--- src/rtl/vga_timing_pkg.sv ---
// Shared raster timing constants (SXGA@60 Hz defaults) and the 11-bit coordinate type
// consumed by the scan generator and the cell-display decoder.
package vga_timing_pkg;

  localparam int unsigned COORD_W         = 11;
  localparam int unsigned COORD_MAX_TOTAL = 2 ** COORD_W;

  typedef logic [COORD_W-1:0] coord_t;
  typedef logic [COORD_W:0]   coord_ext_t;

  localparam int unsigned SXGA_H_VIS   = 1280;
  localparam int unsigned SXGA_H_FP    = 48;
  localparam int unsigned SXGA_H_SYNC  = 112;
  localparam int unsigned SXGA_H_BP    = 248;
  localparam int unsigned SXGA_H_TOTAL = SXGA_H_VIS + SXGA_H_FP + SXGA_H_SYNC + SXGA_H_BP;

  localparam int unsigned SXGA_V_VIS   = 1024;
  localparam int unsigned SXGA_V_FP    = 1;
  localparam int unsigned SXGA_V_SYNC  = 3;
  localparam int unsigned SXGA_V_BP    = 38;
  localparam int unsigned SXGA_V_TOTAL = SXGA_V_VIS + SXGA_V_FP + SXGA_V_SYNC + SXGA_V_BP;

  function automatic bit total_fits(input int unsigned total);
    return (total >= 2) && (total <= COORD_MAX_TOTAL);
  endfunction

endpackage

--- src/rtl/vga_axis_counter.sv ---
// One raster axis: wrapping position counter with enable, terminal-count flag,
// registered sync level and a look-ahead visible flag for the top's aligned registers.
module vga_axis_counter
  import vga_timing_pkg::*;
#(
  parameter int unsigned TOTAL   = SXGA_H_TOTAL,
  parameter int unsigned VIS     = SXGA_H_VIS,
  parameter int unsigned SYNC_LO = SXGA_H_VIS + SXGA_H_FP,
  parameter int unsigned SYNC_HI = SXGA_H_VIS + SXGA_H_FP + SXGA_H_SYNC,
  parameter bit          POL     = 1'b1
) (
  input  logic   clk,
  input  logic   rst,
  input  logic   en,
  output coord_t count,
  output logic   tc,
  output logic   vis_nxt,
  output logic   sync
);

  localparam coord_t     LAST  = coord_t'(TOTAL - 1);
  localparam coord_ext_t VIS_E = coord_ext_t'(VIS);
  localparam coord_ext_t LO_E  = coord_ext_t'(SYNC_LO);
  localparam coord_ext_t HI_E  = coord_ext_t'(SYNC_HI);

  coord_t nxt;
  logic   sync_nxt;

  assign tc = (count == LAST);

  // Decode on the next count so registered flags line up with the registered count.
  always_comb begin
    nxt = count;
    if (en) nxt = tc ? '0 : count + coord_t'(1);
    vis_nxt  = ({1'b0, nxt} < VIS_E);
    sync_nxt = ({1'b0, nxt} >= LO_E) && ({1'b0, nxt} < HI_E);
  end

  always_ff @(posedge clk or posedge rst) begin
    if (rst) begin
      count <= LAST;
      sync  <= ~POL;
    end else begin
      count <= nxt;
      sync  <= sync_nxt ? POL : ~POL;
    end
  end

endmodule

--- src/rtl/vga_scan_gen.sv ---
// Raster scan generator: x/y sweep, hsync/vsync, visible/vblank flags and frame pulse.
// Optional LIFE_STEP_EN adds a frame counter and a once-per-STEP_FRAMES vblank step pulse.
module vga_scan_gen
  import vga_timing_pkg::*;
#(
  parameter int unsigned H_VIS       = SXGA_H_VIS,
  parameter int unsigned H_FP        = SXGA_H_FP,
  parameter int unsigned H_SYNC      = SXGA_H_SYNC,
  parameter int unsigned H_BP        = SXGA_H_BP,
  parameter int unsigned V_VIS       = SXGA_V_VIS,
  parameter int unsigned V_FP        = SXGA_V_FP,
  parameter int unsigned V_SYNC      = SXGA_V_SYNC,
  parameter int unsigned V_BP        = SXGA_V_BP,
  parameter bit          SYNC_POL    = 1'b1,
  parameter int unsigned STEP_FRAMES = 30
) (
  input  logic   clk,
  input  logic   rst,
  output coord_t x,
  output coord_t y,
  output logic   hsync,
  output logic   vsync,
  output logic   video_on,
  output logic   frame_start,
  output logic   vblank
`ifdef LIFE_STEP_EN
  ,
  output logic   step
`endif
);

  localparam int unsigned H_TOTAL = H_VIS + H_FP + H_SYNC + H_BP;
  localparam int unsigned V_TOTAL = V_VIS + V_FP + V_SYNC + V_BP;

  if (!total_fits(H_TOTAL)) begin : g_h_total_chk
    $error("vga_scan_gen: H_TOTAL must be 2..2048");
  end
  if (!total_fits(V_TOTAL)) begin : g_v_total_chk
    $error("vga_scan_gen: V_TOTAL must be 2..2048");
  end
  if (STEP_FRAMES < 1 || STEP_FRAMES > 256) begin : g_step_chk
    $error("vga_scan_gen: STEP_FRAMES must be 1..256");
  end

  logic h_tc, v_tc, h_vis_nxt, v_vis_nxt;

  vga_axis_counter #(
    .TOTAL   (H_TOTAL),
    .VIS     (H_VIS),
    .SYNC_LO (H_VIS + H_FP),
    .SYNC_HI (H_VIS + H_FP + H_SYNC),
    .POL     (SYNC_POL)
  ) u_h (
    .clk     (clk),
    .rst     (rst),
    .en      (1'b1),
    .count   (x),
    .tc      (h_tc),
    .vis_nxt (h_vis_nxt),
    .sync    (hsync)
  );

  vga_axis_counter #(
    .TOTAL   (V_TOTAL),
    .VIS     (V_VIS),
    .SYNC_LO (V_VIS + V_FP),
    .SYNC_HI (V_VIS + V_FP + V_SYNC),
    .POL     (SYNC_POL)
  ) u_v (
    .clk     (clk),
    .rst     (rst),
    .en      (h_tc),
    .count   (y),
    .tc      (v_tc),
    .vis_nxt (v_vis_nxt),
    .sync    (vsync)
  );

  // Both axes at terminal count means the next pixel is (0,0).
  always_ff @(posedge clk or posedge rst) begin
    if (rst) begin
      video_on    <= 1'b0;
      frame_start <= 1'b0;
      vblank      <= 1'b1;
    end else begin
      video_on    <= h_vis_nxt & v_vis_nxt;
      frame_start <= h_tc & v_tc;
      vblank      <= ~v_vis_nxt;
    end
  end

`ifdef LIFE_STEP_EN
  localparam logic [7:0] STEP_LAST = 8'(STEP_FRAMES - 1);
  localparam coord_t     V_PRE     = coord_t'(V_VIS - 1);

  logic [7:0] frame_cnt;

  // step lands on the transition into (0,V_VIS), i.e. the first vblank pixel.
  always_ff @(posedge clk or posedge rst) begin
    if (rst) begin
      frame_cnt <= '0;
      step      <= 1'b0;
    end else begin
      if (frame_start) frame_cnt <= (frame_cnt == STEP_LAST) ? '0 : frame_cnt + 8'd1;
      step <= h_tc && (y == V_PRE) && (frame_cnt == STEP_LAST);
    end
  end
`endif

endmodule

--- config.mk ---
export PLATFORM = sky130hd
export DESIGN_NAME = vga_scan_gen
export DESIGN_NICKNAME = d
export VERILOG_FILES = /design/src/rtl/vga_timing_pkg.sv /design/src/rtl/vga_axis_counter.sv /design/src/rtl/vga_scan_gen.sv
export SDC_FILE = /design/constraint.sdc
export NUM_CORES = 1
export LEC_CHECK = 0
export ABC_AREA = 1
export CAP_MARGIN = 20
export CORE_AREA = 2 2 76 78
export CTS_CLUSTER_SIZE = 40
export DETAILED_ROUTE_END_ITERATION = 6
export DIE_AREA = 0 0 78 80
export PLACE_DENSITY = 0.5
export SYNTH_ARGS = -nofsm -noshare
export SYNTH_HDL_FRONTEND = slang
export SYNTH_SLANG_ARGS = --single-unit
export TNS_END_PERCENT = 30
--- constraint.sdc ---
create_clock -name clk -period 1.77 [get_ports clk]
set_input_delay 0.2655 -clock clk [delete_from_list [all_inputs] [get_ports clk]]
set_output_delay 0.2655 -clock clk [all_outputs]
set_load 0.01 [all_outputs]
# [Yosys cells after proc, flatten, opt, wreduce, memory -nomap -nowiden]
# Cells that the tools add are included.
# W data, S select, Z words.
[classes] n_addsub=2 order_cmp=6 eq_ne=2 muxes=5 bitwise_logic=3 reduce_logical=2
[ops] cell="$lt A11 B11 Y1 const B" count=4
[ops] cell="$mux W11" count=3
[ops] cell="$add A11 B1 Y11 const B" count=2
[ops] cell="$eq A11 B11 Y1 const B" count=2
[ops] cell="$ge A11 B11 Y1 const B" count=2
[ops] cell="$and A1 B1 Y1" count=2
[ops] cell="$logic_and A1 B1 Y1" count=2
[ops] cell="$mux W1" count=2
[ops] cell="$not A1 Y1" count=1
[totals] register_bits=27 input_bits=2 word_cells=27

# [Logic depth before layout (Yosys ltp)]
[depth] word_depth=6 ltp_mapped=11

# [By module]
# Synthesis repeated with hierarchy kept, for this count alone.
[unflattened] hier_cells=242 area_unflattened_um2=1730.4
[modules_own_cells] mod="vga_axis_counter (u_h)" n_inst=1 cells_per_inst=117 area_per_inst_um2=828.3 seq_area_each_um2=309.0
[modules_own_cells] mod="vga_axis_counter (u_v)" n_inst=1 cells_per_inst=115 area_per_inst_um2=799.5 seq_area_each_um2=305.3
[modules_own_cells] mod="vga_scan_gen" n_inst=1 cells_per_inst=10 area_per_inst_um2=102.6 seq_area_each_um2=76.3

# [Worst setup path before layout]
# Ideal clock, no wire load.
[synth_path] path_kind="register to register" from="register u_h.count[0]" to="register u_v.sync" setup_time_ns=0.069 t_arrival_ns=1.675 required_ns=1.701 path_slack_ns=0.027 stages_incl_launch_ff=11 path_buffers=1 synth_period_minus_slack_ns=1.743 path_cell_list="dfstp_2 > ha_1 > nand2_2 > inv_4 > nand3_4 > nor2_8 > buf_6 > nand2_1 > xor2_1 > nand3_2 > nor2_2"
[synth_between] elab_chain_cells=5 elab_cells_between_ends=6 classes_between="order compare (2); eq/ne (1); mux (2); reduce/logical (1)"
[synth_lines] item="start: declaration" line="vga_axis_counter.sv:15" text="output coord_t count,"
[synth_lines] item="start signal: assignment" line="vga_axis_counter.sv:44" text="count <= nxt;"
[synth_lines] item="$eq A11 B11 Y1 (*)" line="vga_axis_counter.sv:29" text="assign tc = (count == LAST);"
[synth_lines] item="$mux W11 (*)" line="vga_axis_counter.sv:34" text="if (en) nxt = tc ? '0 : count + coord_t'(1);"
[synth_lines] item="$ge A11 B11 Y1 or $lt A11 B11 Y1 (tied branches)" line="vga_axis_counter.sv:36" text="sync_nxt = ({1'b0, nxt} >= LO_E) && ({1'b0, nxt} < HI_E);"
[synth_lines] item="$logic_and A1 B1 Y1 (*)" line="vga_axis_counter.sv:36"
[synth_lines] item="named net u_v.sync_nxt" line="vga_axis_counter.sv:27" text="logic sync_nxt;"
[synth_lines] item="$mux W1 (*)" line="vga_axis_counter.sv:45" text="sync <= sync_nxt ? POL : ~POL;"
[synth_lines] item="end signal: assignment" line="vga_axis_counter.sv:42" text="sync <= ~POL;"
[synth_lines] item="end signal: assignment" line="vga_axis_counter.sv:45"
[synth_lines] item="end: declaration" line="vga_axis_counter.sv:18" text="output logic sync"
# Mark *: on every way through the listed nets, which the timed path passes. The rest lies on a longest branch.

# [Final worst setup path]
# Same ends and word-level chain as after synthesis.

==> flow_summary.toml <==
[run_status]
status = "complete, but fails checks"
violations = "negative setup slack"

[critical_path]
arrival_ns = 1.99
cp-end-kind = "flop"
worstPathMaxFanout = 5
timing.rr.start = "u_h.count[0]"
crit_start = "u_h.count[0]"
start_kind = "flop"
worstPathRequired_ns = 1.97
slowest_delay_ns = 0.57
path_class = "reg2reg"
worst_path_max_delay_cell = "dfstp_2"
worstPathCellList = "ha_4 -> nand2_4 -> inv_4 -> nand3_4 -> nor2_8 -> buf_6 -> nand2_1 -> nand3_1 -> nand2_1 -> nor2_2 -> nand3_2 -> nor2_2"
reg2reg_setup_slack_ns = -0.01
reg2reg_depth = 12

[grt]
grt_max_degree = 27
gr-total-overflow = 0
grt_first_pass_wirelength_um = 6458
grt_pass1_vias = 1381
grt_usage_pct = 13.22
antenna_found_initial = 0

[finish]
area_growth_pct = 44.40
nNetsFinal = 270
diodes = 0
fillers = 569
layout-drive-gt1-share_pct = 33.33
fin_cells = 336

[synth]
synth_area_um2 = 1598
syn_inst = 205
syn_nets = 210
ys_warn_count = 0
ys_seq_elements = 26
avgSynthCellArea_um2 = 7.794
ys_types = 30
yosysTopAreaCellShare_pct = 23.49
ys_seq_area_share_pct = 41.58
synthTopCellsByArea = "dfrtp_1 23%, dfstp_2 18%, nand2_1 10%, inv_1 8.5%, nand3_1 6.6%"
netlist.top_cell.by_area = "dfrtp_1"

[detailed_routing]
drc_errors = 0
drt_first_iter_violations = 67
ant_nets = 0
vias_per_cell = 4.333
via_count = 1456
routedWlPerCell_um = 11.61
dr.pass1.iters = 4
finalWirelength_um = 3900

[timing]
layout_worst_path_cycle_share_pct = 100.6
skew_ns = 0.009525
worstMarginPinSlew_ns = 0.3316
slew-limit-headroom_pct = 77.89
fmax_mhz = 561.6
hold_violations = 0
setup_ws_ns = -0.01064
finalSetupViolations = 1
fin_crit_ns = 1.781
rsz0062_at_grt = "true"
setup_tns_ns = -0.01064
finalMaxSlewViolations = 0

[floorplan]
start_util_pct = 29.56
io_pins = 29
die_area_um2 = 6240
core.rowCount = 27
die_h_um = 80
core_um2 = 5405
die_w_um = 78

[place]
numPortBuffers = 28
post-dp-hpwl_um = 2886
pre_cts_ws_ns = -0.07889
dp.cells = 319
place_congestion = 0.8554

[cts]
clk_path_buf_depth = 2
cts-htree-levels = 1
holdBufCountCts = 0
cts_tree = "built"
root_buffer = "clkbuf_8"
path_clk_slew_ns = 0.09
clock-sinks = 26
numCtsBuffers = 3
insertion_delay_ns = 0.27

[power]
power_mw = 0.9582
power.leakage_nw = 1.254
powerDensity_nw_per_um2 = 415.3
peakVddDrop_mv = 0.2682

[job]
cap_violations = 0

[worst_hold_path]
hold_path.class = "in2async"
-- path summary, 6_finish.rpt --
kind	end
setup / recovery	u_v.sync
hold / removal	u_h.count[3]
setup reg to reg	u_v.sync
hold reg to reg	u_v.count[0]
max in group asynchronous	vblank
min in group clk	u_v.count[0]
-- synthesized netlist by cell type --
cell,count
dfrtp_1,15
nand3b_1,1
nor2_2,7
a21oi_2,2
nand2_1,43
o21ai_0,2
dfstp_2,11
nand2_4,2
nand3_1,21
a21oi_1,3
o21ai_2,2
xor2_1,2
and3_1,1
inv_2,4
nand3_2,4
nor2_4,2
nor3b_1,1
nor3_4,1
nand3_4,1
buf_6,1
nor3_1,1
inv_4,1
inv_1,36
nand2_2,5
nand4_1,7
buf_4,1
o21ai_1,2
nor2_8,1
nor2_1,22
ha_1,3
-- flip-flops by register name (all words and copies together) (netlist names) --
signal	count
frame_start	1
u_h.count	11
u_h.sync	1
u_v.count	10
u_v.sync	1
vblank	1
video_on	1
-- power breakdown --
group	switching [mW]	total, mW	internal [mW]
combinational	0.0116	0.0151	0.00354
clock	0.187	0.348	0.161
sequential	0	0.595	0.595
-- cell usage in the layout, fill, tap and decap left out, types with 6 or more instances in the layout --
cell and count:
nor2_1 20, inv_1 35, nand3_2 6, nor2_2 9
nand2_1 41, nand3_1 18, buf_4 25, nand4_1 7
dfstp_2 11, dfrtp_1 15, clkdlybuf4s50_1 23
-- stage by stage --
step | util, % | instance area [µm²] | hold WS, ns
after global placement | 38.29 | 2069 | 0.5112
after CTS | 41.00 | 2216 | 0.3496
after floorplan | - | 1598 | 0.2974
final | 42.69 | 2307 | 0.3371
after global routing | 42.69 | 2307 | 0.3928
after detailed placement | 38.29 | 2069 | 0.5034
-- kinds of logic (layout without fill, tap and decap cells) --
logic type                 Yosys count  count (layout)  synth area share, %
buffers and inverters               43             102                10.96
adders and majority gates            3               3                2.350
xor gates and xnor gates             2               2                1.097
AOI/OAI and AO/OA                   11              11                4.385
DFF                                 26              26                41.58
and+or+nand+nor                    120             120                39.62
-- final cells by class --
| type | count | area [µm²] | share of cell area [%] |
|---|---|---|---|
| sequential | 26 | 664.4 | 28.80 |
| clock buffer | 4 | 45.04 | 1.952 |
| tap | 72 | 90.09 | 3.905 |
| timing repair buffer | 57 | 521.8 | 22.61 |
| multi-input combinational | 136 | 829.5 | 35.95 |
| inverter | 41 | 156.4 | 6.779 |
-- critical path: cells and delay by family, from the launching register on --
kind	cells	cell delay [ns]
adders and majority gates	1	0.15
buffers and inverters	2	0.20
DFF	1	0.57
and+or+nand+nor	9	0.79
-- timing repair --
| item | in CTS | in global routing |
|---|---|---|
| setup endpoints to repair | 4 | 8 |
| pin swaps | 4 | 8 |
| buffers inserted | 9 | 4 |
| gates resized for setup | 11 | 17 |
| endpoints found under the hold margin | 0 | 0 |
-- per-layer routing --
| metal | vias up | wire (µm) | GRT usage [%] |
|---|---|---|---|
| met1 | 664 | 1903 | 17.97 |
| met4 | 0 | 64 | 6.140 |
| li1 | 759 | - | - |
| met5 | - | 0 | 0 |
| met3 | 6 | 103 | 1.357 |
| met2 | 27 | 1829 | 21.12 |
Power figures use the tool's default switching activity.
